## src/rtl/ti_share_recombiner.sv

```systemverilog
// Collects the share words of one masked nibble, one per beat, and XOR-recombines them.
// The beat count of each nibble is checked, and the result is held in an output register.
module ti_share_recombiner #(
    parameter int unsigned WIDTH  = 4,
    parameter int unsigned SHARES = 3,
    parameter int unsigned CNT_W  = 4
) (
    input  logic             clk,
    input  logic             rst,
    input  logic             in_valid,
    output logic             in_ready,
    input  logic [WIDTH-1:0] in_share,
    input  logic             in_last,
    output logic             out_valid,
    input  logic             out_ready,
    output logic [WIDTH-1:0] out_data,
    output logic             out_err,
    output logic             busy
);

    localparam logic [CNT_W-1:0] LAST_CNT = CNT_W'(SHARES - 1);
    localparam logic [CNT_W-1:0] CNT_MAX  = '1;

    typedef enum logic [1:0] {
        ST_IDLE,
        ST_ACC,
        ST_DRAIN
    } state_e;

    state_e             state_q, state_d;
    logic [WIDTH-1:0]   acc_q, acc_d;
    logic [CNT_W-1:0]   cnt_q, cnt_d;
    logic               busy_q, busy_d;
    logic               out_valid_q, out_valid_d;
    logic [WIDTH-1:0]   out_data_q, out_data_d;
    logic               out_err_q, out_err_d;
    logic               out_free;
    logic               completing;
    logic               accept;

    always_ff @(posedge clk) begin
        if (rst) begin
            state_q     <= ST_IDLE;
            acc_q       <= '0;
            cnt_q       <= '0;
            busy_q      <= 1'b0;
            out_valid_q <= 1'b0;
            out_data_q  <= '0;
            out_err_q   <= 1'b0;
        end else begin
            state_q     <= state_d;
            acc_q       <= acc_d;
            cnt_q       <= cnt_d;
            busy_q      <= busy_d;
            out_valid_q <= out_valid_d;
            out_data_q  <= out_data_d;
            out_err_q   <= out_err_d;
        end
    end

    // A beat that ends the nibble (explicitly or by overflow) needs room in the output register.
    always_comb begin
        state_d     = state_q;
        acc_d       = acc_q;
        cnt_d       = cnt_q;
        busy_d      = busy_q;
        out_valid_d = out_valid_q;
        out_data_d  = out_data_q;
        out_err_d   = out_err_q;

        out_free   = !out_valid_q || out_ready;
        completing = (state_q != ST_DRAIN) && (in_last || (cnt_q == LAST_CNT));
        in_ready   = out_free || !completing;
        accept     = in_valid && in_ready;

        if (out_valid_q && out_ready) begin
            out_valid_d = 1'b0;
        end

        case (state_q)
            ST_IDLE, ST_ACC: begin
                if (accept) begin
                    if (completing) begin
                        out_valid_d = 1'b1;
                        out_data_d  = acc_q ^ in_share;
                        out_err_d   = in_last ? (cnt_q != LAST_CNT) : 1'b1;
                        acc_d       = '0;
                        cnt_d       = '0;
                        busy_d      = 1'b0;
                        state_d     = in_last ? ST_IDLE : ST_DRAIN;
                    end else begin
                        acc_d   = acc_q ^ in_share;
                        cnt_d   = (cnt_q == CNT_MAX) ? cnt_q : cnt_q + CNT_W'(1);
                        busy_d  = 1'b1;
                        state_d = ST_ACC;
                    end
                end
            end
            ST_DRAIN: begin
                // Excess beats of an overflowed nibble are discarded up to its last beat.
                if (accept && in_last) begin
                    state_d = ST_IDLE;
                end
            end
            default: state_d = ST_IDLE;
        endcase
    end

    assign out_valid = out_valid_q;
    assign out_data  = out_data_q;
    assign out_err   = out_err_q;
    assign busy      = busy_q;

endmodule
```

## config.mk

```make
export PLATFORM = sky130hd
export DESIGN_NAME = ti_share_recombiner
export DESIGN_NICKNAME = d
export VERILOG_FILES = /design/src/rtl/ti_share_recombiner.sv
export SDC_FILE = /design/constraint.sdc
export NUM_CORES = 1
export LEC_CHECK = 0
export ABC_AREA = 1
export CORE_UTILIZATION = 35
export CTS_CLUSTER_DIAMETER = 200
export CTS_CLUSTER_SIZE = 16
export DETAILED_ROUTE_END_ITERATION = 10
export GPL_TIMING_DRIVEN = 0
export PLACE_DENSITY_LB_ADDON = 0.15
export SLEW_MARGIN = 10
export SYNTH_ARGS = -nofsm -noshare
export SYNTH_HDL_FRONTEND = slang
export SYNTH_SLANG_ARGS = --single-unit
```

## constraint.sdc

```tcl
create_clock -name clk -period 1.9 [get_ports clk]
set_input_delay 0.38 -clock clk [delete_from_list [all_inputs] [get_ports clk]]
set_output_delay 0.38 -clock clk [all_outputs]
set_load 0.05 [all_outputs]
```

== Yosys cells after proc, flatten, opt, wreduce, memory -nomap -nowiden ==
Cells that the tools add are included.

* Logic and storage cells: 47
* Register bits after elaboration: 17
* ROM bits: 0
* Output and inout bits: 8
* Memories kept: 0
* Latch bits: 0
* Input bits: 9
* Memory bits (writable): 0

* Magnitude comparators: 0
* Multiplexer cells: 14
* Reductions and logical operators: 15
* Eq/ne operators: 9
* Shifts and indexed selects: 0
* Multipliers: 0
* Add/sub/neg operators: 1
* Bitwise logic cells: 1
* Div/mod/pow operators: 0

{| class="wikitable"
|+ Operators by type and width
! operator !! count
|-
| $mux 4 || 3
|-
| $mux 2 || 4
|-
| $ne 2x2->1 const B || 4
|-
| $mux 1 || 6
|-
| $reduce_and 3->1 || 2
|-
| $add 4x1->4 const B || 1
|-
| $eq 4x2->1 const B || 1
|-
| $eq 4x4->1 const B || 1
|-
| $logic_and 1x1->1 || 4
|-
| $ne 4x2->1 const B || 1
|-
| $pmux 2 s2 || 1
|-
| $reduce_and 2->1 || 2
|-
| $xor 4x4->4 || 1
|-
| $logic_or 1x1->1 || 3
|-
| $eq 2x1->1 const B || 1
|-
| $eq 2x2->1 const B || 1
|-
| $logic_not 1->1 || 2
|-
| $logic_not 2->1 || 1
|-
| $reduce_or 2->1 || 1
|}

== Longest topological paths before layout ==
* Depth after elaboration: 9
* Mapped depth: 10
* Depth with buffers taken out: 10

== Worst setup path before layout ==
No wires, ideal clock.

* Kind: reg-to-reg
* Start point: register out_valid_q (netlist: out_valid)
* End point: register out_err_q (netlist: out_err)
* Cell stages (with the launch flop): 8
* Required time: 1,782 ps
* Clock period less this slack: 1,692 ps
* Data arrival time: 1,574 ps
* Path slack: 208 ps
* Library setup time: 118 ps
* Cells stage by stage: dfxtp_1 inv_1 nor2_1 nand3_4 nand2_4 inv_1 o21ai_0 nor2_1

* Cells in the longest elaborated chain, start to end: 5

{| class="wikitable"
|+ Ends and longest elaborated chain
! element !! line !! source
|-
| start: declaration || 34 || <nowiki>logic out_valid_q, out_valid_d;</nowiki>
|-
| start signal: assignment || 55 || <nowiki>out_valid_q <= out_valid_d;</nowiki>
|-
| $logic_not 1->1 || 71 || <nowiki>out_free = !out_valid_q || out_ready;</nowiki>
|-
| $logic_or 1x1->1 || 71 ||
|-
| $logic_or 1x1->1 || 73 || <nowiki>in_ready = out_free || !completing;</nowiki>
|-
| net in_ready || 11 || <nowiki>output logic in_ready,</nowiki>
|-
| $logic_and 1x1->1 || 74 || <nowiki>accept = in_valid && in_ready;</nowiki>
|-
| $reduce_and 3->1 (no source line) || - ||
|-
| end signal: assignment || 57 || <nowiki>out_err_q <= out_err_d;</nowiki>
|-
| end: declaration || 36 || <nowiki>logic out_err_q, out_err_d;</nowiki>
|}

The timed path passes the listed nets, and every way through them passes these cells.
A chain may end at the register's enable or synchronous reset.

== Final worst setup path ==
* Start point: register busy_q (netlist: busy)
* End point: output busy

{| class="wikitable"
|+ RTL lines
! element !! line !! source
|-
| start: declaration || 33 || <nowiki>logic busy_q, busy_d;</nowiki>
|-
| start signal: assignment || 54 || <nowiki>busy_q <= busy_d;</nowiki>
|-
| end: declaration || 18 || <nowiki>output logic busy</nowiki>
|}

No word-level cell between the ends.

==> metrics.csv <==
stage,metric,value,unit
outcome,run_status,completed,
global_route,grt_overflow,0,
critical_path,path_cells,clkdlybuf4s50_1,
critical_path,cpLargestDelayFamily,buffers and inverters,
clocking,clockRootBuffer,clkbuf_4,
clocking,cts.sinks,17,
logic_synthesis,yosysSeqAreaShare,38.7,%
job,maxCapViolCount,0,
sta,fin_ws,0.0736,ns
floorplan,ios,17,
global_route,grt_first_pass_wirelength,3020,microns
critical_path,rrSetupSlack,0.30,ns
clocking,clock_latency,0.30,ns
power,peakVddDrop,685,uV
floorplan,initial_core_util,38.2,%
placement,gp_congestion,0.726,
global_route,grt_max_degree,11,
critical_path,crit_type,flip-flop to output pin,
power,finalPower,809,uW
power,p_per_area,719,nW/um^2
routing,ant_nets,0,
min_path,hold_path_class,flip-flop to flip-flop,
sta,period_share,96.1,%
clocking,cts_made_buffers,3,
routing,wl_per_cell,10.4,microns
placement,postPlaceCellArea,1070,sq um
logic_synthesis,syn_area,878,sq um
sta,finalMaxSlewViolations,0,
placement,hpwlAfterDp,1290,microns
critical_path,path_buf_inv,1,
logic_synthesis,syn_nets,131,
floorplan,die_area,2710,sq um
critical_path,worst_setup_path_end_kind,output pin,
sta,finalClockSkew,0.00541,ns
power,p_int,542,uW
logic_synthesis,ys_warn_count,0,
sta,final_hold_viol_count,0,
sta,post-route-min-period,1.83,ns
logic_synthesis,ys_ff_latch,17,
placement,io_buffer_count,16,
placement,place_inst,164,
global_route,grt_pass1_vias,713,
routing,drc,0,
clocking,htreeDepth,1,
cells_and_area,design_area,1120,sq um
clocking,ctsHoldBuffers,0,
critical_path,max_stage_delay,0.80,ns
sta,rsz0062_at_grt,no,
sta,finalSetupViolCount,0,
power,p_switching,267,uW
placement,place_ws,-0.527,ns
cells_and_area,nNetsFinal,154,
cells_and_area,antenna_cells,0,
clocking,clkSlewWorstSetupHoldPaths,0.11,ns
min_path,min_path_cells,2,
routing,vias,783,
routing,dr.pass1.iters,4,
cells_and_area,syn2layout_area_growth,28.1,%
power,seqPwrFrac,49.0,%
floorplan,die_h,52.1,microns
sta,relSlewSlack,67.0,%
routing,finalWirelength,1770,microns
critical_path,critPathLaunchType,flip-flop,
global_route,antenna_found_initial,0,
power,switching_share,33.0,%
critical_path,reg2reg_to,cnt_q[1],
critical_path,cp-endpoint,busy,
cells_and_area,nFillCells,243,
sta,max_freq,548,MHz
routing,avgViaCountPerCell,4.61,
critical_path,r2r-start,cnt_q[0],
critical_path,r2r.worst_path.cells,11,
critical_path,cp_max_fo,2,
critical_path,slowest_stage,clkdlybuf4s50_1,
power,power.share.clock,24.6,%
logic_synthesis,syn_avg_cell_area,7.32,sq um
floorplan,die_x,52.1,microns
clocking,cts_tree,yes,
power,comb_power_share,26.3,%
cells_and_area,fin_cells,170,
critical_path,cp.arrival,1.45,ns
power,p_leak,0.487,nW
sta,whs,0.470,ns
global_route,track_usage,15.6,%
cells_and_area,layout-drive-gt1-share,12.7,%
critical_path,startpoint,busy,
critical_path,crit_required,1.52,ns
critical_path,worstSetupPathDepth,1,
routing,drtIter0Drc,16,
logic_synthesis,synthDistinctLibCells,20,
clocking,cts_buffer_depth,2,
floorplan,core.rowCount,17,
floorplan,core,2300,sq um
logic_synthesis,syn_inst,120,
sta,worst_pin_slew,0.494,ns
==> cell type report <==
type | count | area (sq um) | area share, %
Buffer | 2 | 15.0 | 1.33
Clock buffer | 3 | 22.5 | 2.00
Clock inverter | 1 | 5.00 | 0.445
Inverter | 16 | 60.1 | 5.34
Multi-Input combinational cell | 85 | 465 | 41.4
Sequential cell | 17 | 342 | 30.4
Tap cell | 28 | 35.0 | 3.11
Timing Repair Buffer | 18 | 180 | 16.0
==> metrics by stage <==
stage / setup TNS (ns) / util (%)
3_3_place_gp: -0.528 / 46.7
6_report: 0 / 49.0
2_1_floorplan: 0 / -
4_1_cts: 0 / 48.1
3_5_place_dp: -0.527 / 46.7
5_1_grt: 0 / 49.0
==> cells in the final DEF, fill, tap and decap left out, types with 2 or more instances in the layout <==
cell type and n:
a21oi_1 13, a21oi_2 2, buf_4 2, clkbuf_4 3, clkdlybuf4s50_1 15, dfxtp_1 16
ha_1 2, inv_1 16, nand2_1 31, nand2_4 4, nand3_1 7, nand4_1 2
nor2_1 11, or2_0 2, xnor2_1 4
==> power groups by stage <==
stage               clock network (mW)  registers [mW]  logic (mW)
finish                           0.199           0.397       0.213
global route                     0.229           0.400       0.236
global placement                     0           0.404       0.208
floorplan                            0           0.440       0.108
CTS                              0.204           0.396       0.213
detailed placement                   0           0.405       0.210
==> Yosys cell counts (all sizes together) <==
cell | number | share of area, %
nand2 | 36 | 19
dfxtp | 17 | 39
inv | 16 | 6.8
a21oi | 15 | 9.4
nor2 | 12 | 6.0
nand3 | 8 | 6.0
xnor2 | 4 | 4.0
or2 | 3 | 2.1
ha | 2 | 2.8
nand4 | 2 | 1.4
buf | 1 | 1.3
clkbuf | 1 | 0.43
nor3 | 1 | 0.57
o21ai | 1 | 0.57
xor2 | 1 | 1.0
==> sequential cells by signal, indices dropped and copies added (netlist names) <==
register and flops:
acc_q 4, cnt_q 4, out_data 4, state_q 2, busy 1, out_err 1, out_valid 1
==> cell families (layout without fill, tap and decap cells) <==
logic type	after synthesis	count (layout)	synth area share [%]
simple gates	62	62	34.9
buf+inv	18	40	8.55
flops	17	17	38.7
compound gates	16	16	9.97
xor+xnor	5	5	4.99
fa+ha+maj	2	2	2.85
==> routing by layer <==
layer	wire (microns)	track usage, %	vias up
met1	886	20.2	344
met5	0	0	-
li1	-	-	422
met2	784	23.9	15
met3	77	5.26	2
met4	17	5.41	0
==> what timing repair did <==
item	CTS	global route
setup buffers	0	2
pin swaps	0	0
gates resized for setup	8	2
setup endpoints to repair	1	1
endpoints found under the hold margin	0	0
==> worst min path at each step <==
| stage | startpoint | endpoint | slack [ns] |
|---|---|---|---|
| after CTS | out_data[1] | out_data[1] | 0.47 |
| after global placement | busy | busy | 0.45 |
| after floorplan | rst | out_data[3] | 0.44 |
| final | out_data[1] | out_data[1] | 0.47 |
| after global routing | out_data[2] | out_data[2] | 0.50 |
| after detailed placement | out_data[0] | out_data[0] | 0.46 |
No activity file was read; power rests on OpenSTA's default activity.
